File: src/rtl/tomasulo_pkg.sv
// Shared core types and constants: halt FSM states, halting encodings, default tohost address.
// No logic, only declarations.
package tomasulo_pkg;

  typedef enum logic [1:0] {
    RUN   = 2'd0,
    DRAIN = 2'd1,
    DONE  = 2'd2
  } halt_state_e;

  localparam logic [31:0] INSTR_ECALL         = 32'h0000_0073;
  localparam logic [31:0] INSTR_EBREAK        = 32'h0010_0073;
  localparam logic [31:0] HALT_CODE_WDOG      = 32'hDEAD_0001;
  localparam logic [31:0] TOHOST_ADDR_DEFAULT = 32'h0000_0FFC;

endpackage

File: src/rtl/sat_counter.sv
// Saturating up-counter: clear has priority, holds at all-ones instead of wrapping.
// Latency 1 cycle from clear/enable to count; no flow control.
module sat_counter #(
  parameter int W = 32
) (
  input  logic         clk,
  input  logic         clear,
  input  logic         en,
  output logic [W-1:0] count
);

  always_ff @(posedge clk) begin
    if (clear) begin
      count <= '0;
    end else if (en && (count != {W{1'b1}})) begin
      count <= count + W'(1);
    end
  end

endmodule

File: src/rtl/commit_halt_monitor.sv
// Detects program termination at commit, stalls fetch, waits for drain, raises sticky done.
// Trigger-to-done >= 2 cycles, all outputs registered; optional watchdog via HALT_WATCHDOG_EN.
module commit_halt_monitor
  import tomasulo_pkg::*;
#(
  parameter int              XLEN        = 32,
  parameter int              CNT_W       = 32,
  parameter logic [XLEN-1:0] TOHOST_ADDR = XLEN'(TOHOST_ADDR_DEFAULT),
  parameter int              WDOG_CYCLES = 1_000_000
) (
  input  logic             clk,
  input  logic             reset,
  input  logic             commit_valid,
  input  logic [31:0]      commit_instr,
  input  logic             st_commit_valid,
  input  logic [XLEN-1:0]  st_commit_addr,
  input  logic [XLEN-1:0]  st_commit_data,
  input  logic             rob_empty,
  input  logic             sb_empty,
  output logic             fetch_stall,
  output logic             done,
  output logic [XLEN-1:0]  halt_code,
  output logic             timeout,
  output logic [CNT_W-1:0] cycle_count,
  output logic [CNT_W-1:0] instret_count
);

  halt_state_e state;
  logic        is_run;
  logic        instr_trig;
  logic        st_trig;
  logic        wdog_fire;

  assign is_run     = (state == RUN);
  assign instr_trig = commit_valid &&
                      ((commit_instr == INSTR_ECALL) || (commit_instr == INSTR_EBREAK));
  assign st_trig    = st_commit_valid && (st_commit_addr == TOHOST_ADDR);

  sat_counter #(.W(CNT_W)) u_cycle (
    .clk   (clk),
    .clear (reset),
    .en    (state != DONE),
    .count (cycle_count)
  );

  sat_counter #(.W(CNT_W)) u_instret (
    .clk   (clk),
    .clear (reset),
    .en    (is_run && commit_valid),
    .count (instret_count)
  );

`ifdef HALT_WATCHDOG_EN
  logic [31:0] idle_cnt;

  sat_counter #(.W(32)) u_idle (
    .clk   (clk),
    .clear (reset || (is_run && commit_valid)),
    .en    (is_run),
    .count (idle_cnt)
  );

  // Fires on the edge where the idle count would reach WDOG_CYCLES.
  assign wdog_fire = is_run && !commit_valid && (idle_cnt == 32'(WDOG_CYCLES - 1));
`else
  logic unused_wdog;
  assign unused_wdog = (WDOG_CYCLES == 0);
  assign wdog_fire   = 1'b0;
`endif

  always_ff @(posedge clk) begin
    if (reset) begin
      state       <= RUN;
      fetch_stall <= 1'b0;
      done        <= 1'b0;
      timeout     <= 1'b0;
      halt_code   <= '0;
    end else begin
      case (state)
        RUN: begin
          // A tohost store outranks an ECALL/EBREAK retiring in the same cycle.
          if (st_trig) begin
            state       <= DRAIN;
            fetch_stall <= 1'b1;
            halt_code   <= st_commit_data;
          end else if (instr_trig) begin
            state       <= DRAIN;
            fetch_stall <= 1'b1;
            halt_code   <= (commit_instr == INSTR_EBREAK) ? XLEN'(1) : XLEN'(0);
          end else if (wdog_fire) begin
            state       <= DONE;
            fetch_stall <= 1'b1;
            done        <= 1'b1;
            timeout     <= 1'b1;
            halt_code   <= XLEN'(HALT_CODE_WDOG);
          end
        end
        DRAIN: begin
          if (rob_empty && sb_empty) begin
            state <= DONE;
            done  <= 1'b1;
          end
        end
        default: ;
      endcase
    end
  end

endmodule

File: config.mk
export PLATFORM = sky130hd
export DESIGN_NAME = commit_halt_monitor
export DESIGN_NICKNAME = d
export VERILOG_FILES = /design/src/rtl/tomasulo_pkg.sv /design/src/rtl/sat_counter.sv /design/src/rtl/commit_halt_monitor.sv
export SDC_FILE = /design/constraint.sdc
export NUM_CORES = 1
export LEC_CHECK = 0
export ABC_AREA = 0
export ABC_CLOCK_PERIOD_IN_PS = 2800
export BUFFER_PORTS_ARGS = -buffer_cell sky130_fd_sc_hd__buf_2
export CORE_MARGIN = 2
export CORE_UTILIZATION = 50
export CTS_BUF_LIST = sky130_fd_sc_hd__clkbuf_2 sky130_fd_sc_hd__clkbuf_4 sky130_fd_sc_hd__clkbuf_8
export DETAILED_ROUTE_END_ITERATION = 10
export GPL_TIMING_DRIVEN = 0
export PLACE_DENSITY = 0.83
export SLEW_MARGIN = 20
export SYNTH_ARGS = -nofsm -noshare
export SYNTH_HDL_FRONTEND = slang
export SYNTH_SLANG_ARGS = --single-unit
File: constraint.sdc
create_clock -name clk -period 2.8 [get_ports clk]
set_input_delay 0.42 -clock clk [delete_from_list [all_inputs] [get_ports clk]]
set_output_delay 0.42 -clock clk [all_outputs]
set_load 0.1 [all_outputs]
==> flow_metrics.py <==
metrics = {
    "routing": {
        "top_layer_used": "met4",
        "dr.pass1.iters": 6,
        "drc_errors": 0,
        "wl_met1_mm": 6.262,
        "drt_iter0_markers": 226,
        "ant_nets": 0,
        "vias": 5542,
        "dr_wl_met2_mm": 7.709,
        "met3_length_mm": 1.064,
        "via_per_inst": 5.877,
        "wl_per_cell_um": 16.45,
        "wirelength_mm": 15.51,
    },
    "sta": {
        "finalClockSkew_ns": 0.01435,
        "report.final.setup_viol": 0,
        "finalHoldViolCount": 0,
        "fmax_mhz": 392.9,
        "fin_setup_tns_ns": 0,
        "worstMarginPinSlew_ns": 0.7235,
        "slew_violations": 0,
        "fin_ws_ns": 0.2551,
        "rsz0062_at_grt": "no",
        "max_slew_margin_pct": 51.36,
        "min_period_over_period_pct": 90.89,
        "timing.final.crit_period_ns": 2.545,
    },
    "worst_setup_path": {
        "path_max_fanout": 9,
        "worstPathArrival_ns": 2.81,
        "worst-setup-path-type": "reg2reg",
        "startpoint_type": "flip-flop",
        "cp-end-kind": "flip-flop",
        "cp.required_ns": 3.07,
    },
    "power": {
        "seq_power_share_pct": 53.6,
        "p_int_mw": 2.043,
        "leakagePower_nw": 2.534,
        "switchingPower_mw": 0.6396,
        "pwr-share-clk_pct": 38.6,
        "irDropWorstVdd_mv": 0.2516,
        "switching_share_pct": 23.84,
        "combPwrFrac_pct": 7.8,
        "p_per_area_nw_per_um2": 423.8,
    },
    "run_status": {
        "status": "finished clean",
    },
    "clock_tree": {
        "cts_hold_buf": 0,
        "clkTransAtPathRegs_ns": 0.10,
        "cts_resized": 0,
        "h-tree-depth": 3,
        "cts_buffers": 9,
        "insertion_delay_ns": 0.38,
        "clock_path_buffers": 2,
        "root_buffer": "clkbuf_8",
        "postCtsSetupRepairBufs": 0,
        "cts_sinks": 100,
        "cts_tree": "built",
    },
    "floorplanning": {
        "die_area_um2": 10630,
        "rows": 36,
        "dieHeight_um": 103.1,
        "chipWidth_um": 103.1,
        "core_um2": 9639,
        "num_io_pins": 201,
        "start_util_pct": 50.92,
    },
    "final_layout": {
        "nets": 910,
        "syn2layout_area_growth_pct": 28.96,
        "antenna_cells": 0,
        "fin_cells": 943,
        "drive_above_1_share_pct": 31.98,
        "fin_area_um2": 6330,
    },
    "synthesis": {
        "yosysSeqAreaShare_pct": 40.79,
        "syn_avg_cell_area_um2": 8.236,
        "synth_edf_count": 0,
        "async_reset_ff_share_pct": 0,
        "synth_nets": 700,
        "ys_ff_latch": 100,
        "yosysWarnings": 0,
        "synth_area_um2": 4908,
        "synthCells": 596,
        "synth_flop_cell": "dfxtp_1",
        "synth_cell_types": 54,
    },
    "run": {
        "drv_cap": 0,
    },
    "grt": {
        "grt_pass1_wl_mm": 23.18,
        "grt_max_degree": 16,
        "antenna_found_initial": 0,
        "grtUsageTotal_pct": 27.70,
        "grt_pass1_vias": 5042,
        "grt-ovfl-total": 0,
    },
    "placed_design": {
        "numPortBuffers": 199,
        "dp_hpwl_mm": 11.89,
        "dpl.cell_count": 928,
        "placed_cell_area_um2": 6097,
        "post-place-ws_ns": 0.1311,
        "gp_congestion": 0.9149,
    },
    "min_path": {
        "worstHoldPathType": "in2reg",
    },
}
## flip-flops by register name, summed over array words and instances, names as in the netlist
register	count
state	2
done	1
halt_code	32
u_cycle.count	32
u_instret.count	32
fetch_stall	1
## through the flow
stage	utilization (%)	total power [mW]	hold WS (ns)
after floorplan	-	1.571	0.4877
after global placement	63.25	1.673	0.4387
after detailed placement	63.25	1.677	0.4581
after CTS	65.52	2.689	0.2323
after global routing	65.67	2.751	0.2380
final	65.67	2.683	0.2337
## critical path, cell delays in order, from the launching register on
cell and delay [ns]:
dfxtp_2 0.40, ha_1 0.27, nand2_1 0.11, or4_1 0.40, buf_2 0.19, o311ai_0 0.66
nor4_1 0.11, mux2_2 0.29
## final timing paths
path,from,to,slack (ns),cells past startpoint
worst min register to register,fetch_stall,fetch_stall,0.46,2
worst max register to register,u_cycle.count[0],u_cycle.count[10],0.26,7
worst min-delay path,st_commit_data[20],halt_code[20],0.23,3
worst max-delay path,u_cycle.count[0],u_cycle.count[10],0.26,7
## final cells by class
type                            instances  area [µm²]
Buffer                                 34       137.6
Clock buffer                           11       145.1
Clock inverter                          4       73.82
Fill cell                             890        3309
Inverter                               13       48.80
Multi-Input combinational cell        449        2734
Sequential cell                       100        2028
Tap cell                              133       166.4
Timing Repair Buffer                  199       996.0
## cells by family (layout without fill, tap and decap cells)
| logic type | count (synthesis) | count (layout) | synth area share, % |
|---|---|---|---|
| AND/OR/NAND/NOR | 286 | 286 | 34.08 |
| other | 1 | 1 | 0.07640 |
| adder cells (fa/ha/maj) | 2 | 2 | 0.5097 |
| XOR/XNOR | 7 | 7 | 1.249 |
| AO/OA/AOI/OAI | 146 | 146 | 17.92 |
| multiplexers | 7 | 7 | 1.580 |
| buffers and inverters | 47 | 261 | 3.798 |
| flip-flops | 100 | 100 | 40.79 |
## power groups by stage
stage / Combinational [mW] / Sequential [mW] / Clock, mW
2_1_floorplan: 0.0592 / 1.51 / 0
5_1_grt: 0.224 / 1.44 / 1.09
3_5_place_dp: 0.207 / 1.47 / 0
3_3_place_gp: 0.204 / 1.47 / 0
6_report: 0.209 / 1.44 / 1.04
4_1_cts: 0.208 / 1.44 / 1.04
## synth_stat cells, types with 3 or more instances
cell type	n	area, µm²
and4_1	10	87.58
or3_1	18	112.6
nand4_1	18	112.6
dfxtp_1	100	2002
buf_2	5	25.02
o41ai_1	3	26.28
nor3_1	8	40.04
xor2_1	4	35.03
xnor2_1	3	26.28
nor4bb_1	3	30.03
a21oi_1	46	230.2
nor4b_1	4	35.03
o31ai_1	32	240.2
or4_1	33	247.7
o21ai_0	45	225.2
or4b_2	3	30.03
and3_1	5	31.28
nor2b_1	7	43.79
inv_1	13	48.80
nand2b_1	33	206.5
mux2_2	6	67.56
nor2_1	28	105.1
nand2_1	59	221.5
o21a_1	3	22.52
clkbuf_1	27	101.4
a31oi_1	3	18.77
nor4_1	15	93.84
nand3_1	26	130.1
## placed cells by master (no fill, tap or decap), drive strengths merged, types with 5 or more instances in the layout
cell type  netlist  routed
mux2             6       6
nor2            28      28
and3             5       5
o21ai           45      45
nand4           19      19
and4            10      10
buf              7     206
a21oi           46      46
clkbuf          27      38
nor2b            7       7
dfxtp          100     100
nand2           59      59
nor3             9       9
nand2b          33      33
nand3           27      27
o31ai           32      32
inv             13      13
or3             18      18
or4             34      34
nor4            17      17
## per-layer routing
layer / global-route usage, % / up-vias
li1: - / 2646
met1: 32.86 / 2627
met2: 48.30 / 226
met3: 5.424 / 43
met4: 12.55 / 0
met5: 0 / -
Power figures use the tool's default switching activity.
